### config.mk
export PLATFORM = sky130hd
export DESIGN_NAME = text_buffer
export DESIGN_NICKNAME = d
export VERILOG_FILES = /design/src/rtl/vga_pkg.sv /design/src/rtl/text_ram.sv /design/src/rtl/text_buffer.sv
export SDC_FILE = /design/constraint.sdc
export NUM_CORES = 2
export LEC_CHECK = 0
export BUFFER_PORTS_ARGS = -buffer_cell sky130_fd_sc_hd__buf_2
export CORE_UTILIZATION = 50
export CTS_CLUSTER_SIZE = 20
export DETAILED_ROUTE_END_ITERATION = 10
export PLACE_DENSITY = 0.65
export SLEW_MARGIN = 20
export SYNTH_ARGS = -nofsm -noshare
export SYNTH_HDL_FRONTEND = slang
export SYNTH_SLANG_ARGS = --single-unit
### constraint.sdc
create_clock -name clk -period 7.5 [get_ports clk]
set_input_delay 0.375 -clock clk [delete_from_list [all_inputs] [get_ports clk]]
set_output_delay 0.375 -clock clk [all_outputs]
set_load 0.03 [all_outputs]
### src/rtl/vga_pkg.sv
// Character-code constants shared by the VGA text path.
// Codes follow ASCII so the font ROM can be indexed directly with addr[10:4].
package vga_pkg;

  localparam int CHAR_CODE_W = 7;
  typedef logic [CHAR_CODE_W-1:0] char_code_t;

  localparam char_code_t CHAR_SPACE = 7'h20;
  localparam char_code_t CHAR_0     = 7'h30;
  localparam char_code_t CHAR_A     = 7'h41;
  localparam char_code_t CHAR_E     = 7'h45;
  localparam char_code_t CHAR_G     = 7'h47;
  localparam char_code_t CHAR_M     = 7'h4D;
  localparam char_code_t CHAR_O     = 7'h4F;
  localparam char_code_t CHAR_P     = 7'h50;
  localparam char_code_t CHAR_R     = 7'h52;
  localparam char_code_t CHAR_V     = 7'h56;
  localparam char_code_t CHAR_W     = 7'h57;
  localparam char_code_t CHAR_Y     = 7'h59;
  localparam char_code_t CHAR_Z     = 7'h5A;

  // Digit 0..9 to its character code, for score/level readouts.
  function automatic char_code_t digit_code(input logic [3:0] digit);
    return CHAR_0 + char_code_t'(digit);
  endfunction

endpackage

### src/rtl/text_ram.sv
// Simple dual-port cell memory: one write port, one registered read-first read port.
// The array has no reset so it maps onto block RAM or LUT RAM.
module text_ram #(
  parameter int DATA_W = 7,
  parameter int ADDR_W = 8
) (
  input  logic              clk,
  input  logic              we,
  input  logic [ADDR_W-1:0] waddr,
  input  logic [DATA_W-1:0] wdata,
  input  logic [ADDR_W-1:0] raddr,
  output logic [DATA_W-1:0] rdata
);

  logic [DATA_W-1:0] mem [2**ADDR_W];

  always_ff @(posedge clk) begin
    if (we) begin
      mem[waddr] <= wdata;
    end
    rdata <= mem[raddr];
  end

endmodule

### src/rtl/text_buffer.sv
// 16x16 character-cell buffer for VGA text overlays: cursor-based write port,
// registered read port, and a full clear sweep after reset or on request.
module text_buffer
  import vga_pkg::*;
#(
  parameter int                CODE_W     = CHAR_CODE_W,
  parameter int                CELLS_X    = 16,
  parameter int                CELLS_Y    = 16,
  parameter logic [CODE_W-1:0] CLEAR_CHAR = CHAR_SPACE
) (
  input  logic              clk,
  input  logic              rst_n,
  input  logic [7:0]        char_xy,
  output logic [CODE_W-1:0] char_code,
  input  logic              wr_valid,
  output logic              wr_ready,
  input  logic              wr_mode,
  input  logic [7:0]        wr_data,
  input  logic              clear_req,
  output logic              busy
);

  localparam int         DEPTH     = CELLS_X * CELLS_Y;
  localparam logic [7:0] LAST_CELL = 8'(DEPTH - 1);

  typedef enum logic {CLEAR, IDLE} state_t;

  state_t            state_reg, state_next;
  logic [7:0]        cnt_reg, cnt_next;
  logic [7:0]        cursor_reg, cursor_next;
  logic              rd_busy_reg;
  logic              wr_fire;
  logic              ram_we;
  logic [7:0]        ram_waddr;
  logic [CODE_W-1:0] ram_wdata;
  logic [CODE_W-1:0] ram_rdata;

  assign busy     = (state_reg == CLEAR);
  assign wr_ready = (state_reg == IDLE) && !clear_req;
  assign wr_fire  = wr_valid && wr_ready;

  always_comb begin
    state_next  = state_reg;
    cnt_next    = cnt_reg;
    cursor_next = cursor_reg;
    ram_we      = 1'b0;
    ram_waddr   = cursor_reg;
    ram_wdata   = wr_data[CODE_W-1:0];
    case (state_reg)
      CLEAR: begin
        ram_we    = 1'b1;
        ram_waddr = cnt_reg;
        ram_wdata = CLEAR_CHAR;
        cnt_next  = cnt_reg + 8'd1;
        if (cnt_reg == LAST_CELL) begin
          state_next  = IDLE;
          cursor_next = 8'd0;
        end
      end
      IDLE: begin
        if (clear_req) begin
          state_next = CLEAR;
          cnt_next   = 8'd0;
        end else if (wr_fire) begin
          if (wr_mode) begin
            cursor_next = wr_data;
          end else begin
            ram_we      = 1'b1;
            cursor_next = cursor_reg + 8'd1;
          end
        end
      end
      default: state_next = CLEAR;
    endcase
  end

  always_ff @(posedge clk or negedge rst_n) begin
    if (!rst_n) begin
      state_reg   <= CLEAR;
      cnt_reg     <= 8'd0;
      cursor_reg  <= 8'd0;
      rd_busy_reg <= 1'b1;
    end else begin
      state_reg   <= state_next;
      cnt_reg     <= cnt_next;
      cursor_reg  <= cursor_next;
      rd_busy_reg <= busy;
    end
  end

  text_ram #(
    .DATA_W(CODE_W),
    .ADDR_W(8)
  ) u_ram (
    .clk  (clk),
    .we   (ram_we),
    .waddr(ram_waddr),
    .wdata(ram_wdata),
    .raddr(char_xy),
    .rdata(ram_rdata)
  );

  // A read launched during the sweep may return a half-cleared cell, so it is
  // masked both while busy and for the read that was sampled while busy.
  assign char_code = (busy || rd_busy_reg) ? CLEAR_CHAR : ram_rdata;

endmodule
==> run metrics <==
Worst Slack Setup Final=3.21 ns; CP max stage delay=0.99 ns; Combinational Power Share=0.079; Crit. End Element=flip-flop; Yosys warning total=0; Ports=30; Starting Density=0.503; Critical Path RT=7.92 ns; worst slack at placement=3.10 ns; sw power=5.03 mW; grt met2 use=0.384; cell at the slowest stage of the critical path=nor2_1; Crit Path Max Fanout=48; Max Fclk=0.233 GHz; register area share after synthesis=0.764; RSZ-0062 raised after global routing=no; worst setup path start=state_reg; CP endpoint=u_ram.mem[243][5]; Pint=16.8 mW; most instantiated cells after synthesis=edfxtp_1, mux4_2, nor2_1, mux2i_1, nand2_1; Worst path depth=5; diodes inserted=0; Die Ht=379 um; Post-synth EDFFs=1792; Flop pwr share=0.521; Detail Route Antenna Nets=0; Post-Syn Instances=3527; RD Place Congestion=0.842; vias in the first global route=35200; syn_nets=3550; router iterations before antenna repair=5; Post-CTS Setup Bufs=0; fin crit period=4.29 ns; first-pass GRT wire length=252000 um; Core Area=141000 sq um; DR WL/cell=31.0 um; # Max-Cap Violations=0; htree depth=4; CP arrival=4.71 ns; reg2reg start=state_reg; count of final setup violators=0; post-synth design cell area=71200 sq um; GRT Max-Usage Layer=met2; Clock Skews=0.0369 ns; Die X-Extent=379 um; Multi-input gate area=15600 sq um; share of layout cells above drive strength 1=0.207; DR vias=35600; met3 Resource Use GR=0.0396; Async SR Flop Fraction=0.00991; Clock Latency Late Sink=0.81 ns; cell area after layout=79000 sq um; largest net degree at the start of global routing=229; r2r endpoint=u_ram.mem[243][5]; Fillers=10500; Reg clk slew, reported paths=0.06 ns; pwr/cell area=276 nW/um^2; Mean Syn Cell Area=20.2 sq um; R2R depth=5; post-synth top area share=0.756; peak supply drop=0.264 mV; setup TNS=0 ns; CTS tree=yes; Synth Flop Type=edfxtp_1; period utilisation layout=0.571; Clk pwr share=0.400; placed inst area=73200 sq um; dominant cell type by area after synthesis=edfxtp_1; nets@finish=3623; crit path cell chain=buf_4, inv_1, o31ai_1, nand3_2, nor2_1; hpwl dp=102000 um; Worst Path Buf+Inv=2; Crit Path Class=flip-flop to flip-flop; Slew Limit Fails=0; min-delay worst type=primary input to asynchronous set/reset pin; CTS Sinks=1817; maximum clock insertion buffer count=3; Starting DRT DRC Count=4576; startpoint types=flip-flop; Hold Violations, Final=0; die area=144000 sq um; register area=54400 sq um; count of cell types in the netlist=63; Switching Share=0.231; max reg flops=1792; cell with the most instances after synthesis=edfxtp_1; synth top area cells=edfxtp_1, mux4_2, mux2i_1, nor2_1, a22oi_1; relative max-transition margin=0.215; drt total wl=175000 um; Overall Global Routing Usage=0.246; outcome=complete, no violations; Hold WS=0.0431 ns; post-CTS sizing=0; initial antenna violation count=7; flops & latches, synth=1817; delay-heaviest family, CP=simple AND/OR/NAND/NOR gates; Cell Rows=138; Worst R2R Setup Slack=3.21 ns; Worst-Margin Slew=1.18 ns; met1 Usage GRT=0.359; Port Buffers=29; Avg Vias per Cell=6.32; Leak=24.7 nW; CTS root buffer=clkbuf_16; grt total ovfl=0; CTS Buf Count=176; post-route DRC violation count=0; Layout area overhead=11.0%
==> per-stage QoR <==
step | std cells | power [mW] | utilization
2_1_floorplan | 3527 | 12.5 | -
3_3_place_gp | 5299 | 13.2 | 0.518
3_5_place_dp | 5299 | 13.3 | 0.518
4_1_cts | 5634 | 21.9 | 0.559
5_1_grt | 5634 | 22.3 | 0.559
6_report | 5634 | 21.8 | 0.559
==> worst min-delay path by stage <==
stage | from | to | slack [ns] | depth (start not counted)
finish | rst_n | cursor_reg[7] | 0.04 | 2
floorplan | rst_n | cnt_reg[0] | 0.08 | 0
detailed placement | rst_n | cursor_reg[7] | 0.34 | 1
CTS | wr_mode | cursor_reg[0] | 0.001 | 3
global placement | rst_n | cursor_reg[0] | 0.34 | 1
global route | rst_n | cursor_reg[7] | 0.07 | 2
==> final cells by class <==
type                            count  share of cell area
Timing Repair Buffer              107              0.0117
Tap cell                         1890              0.0299
Multi-Input combinational cell   1487               0.198
Inverter                           11            0.000539
Clock buffer                      231              0.0609
Sequential cell                  1817               0.689
Clock inverter                     91              0.0103
==> cell usage in the layout, fill, tap and decap left out, drive strengths merged, types with 13 or more instances in the layout <==
| master | netlist | layout |
|---|---|---|
| edfxtp | 1792 | 1792 |
| mux4 | 382 | 382 |
| nor2 | 290 | 290 |
| clkbuf | 85 | 231 |
| mux2i | 153 | 153 |
| buf | 127 | 94 |
| nand2 | 87 | 87 |
| clkinv | 0 | 69 |
| a21oi | 68 | 68 |
| a22oi | 68 | 68 |
| o22ai | 60 | 60 |
| o221ai | 35 | 35 |
| o21ai | 32 | 32 |
| nand2b | 32 | 32 |
| nand3 | 26 | 26 |
| and2 | 25 | 25 |
| mux2 | 24 | 24 |
| a211oi | 22 | 22 |
| nor3 | 19 | 19 |
| dfrtp | 17 | 17 |
| nor2b | 16 | 16 |
| bufinv | 0 | 15 |
| inv | 11 | 14 |
| a32o | 13 | 13 |
| dlygate4sd3 | 0 | 13 |
==> cells by family (layout without fill, tap and decap cells) <==
family,Yosys count,after routing,share of synthesized area
XOR/XNOR,6,6,0.000738
buffers and inverters,223,440,0.0169
flip-flops,1817,1817,0.764
multiplexers,559,559,0.146
AO/OA/AOI/OAI,373,373,0.0367
adder cells (fa/ha/maj),2,2,0.000352
AND/OR/NAND/NOR,547,547,0.0346
==> repair_timing <==
action | 4_1_cts | 5_1_grt
endpoints found under the setup margin | 0 | 0
hold endpoints to repair | 35 | 0
hold buffers | 13 | 0
==> power groups by stage <==
stage               clock network, mW  registers, mW  logic, mW
floorplan                           0           11.5      0.984
global placement                    0           11.6       1.69
detailed placement                  0           11.6       1.70
CTS                              8.80           11.3       1.71
global route                     9.18           11.4       1.78
finish                           8.71           11.3       1.72
==> metal layers <==
metal	vias up	wire, um
met1	18800	71700
met4	4	5190
li1	14800	-
met5	-	35
met3	277	14600
met2	1733	83100
Note: power is estimated with default switching activity, not from simulation.
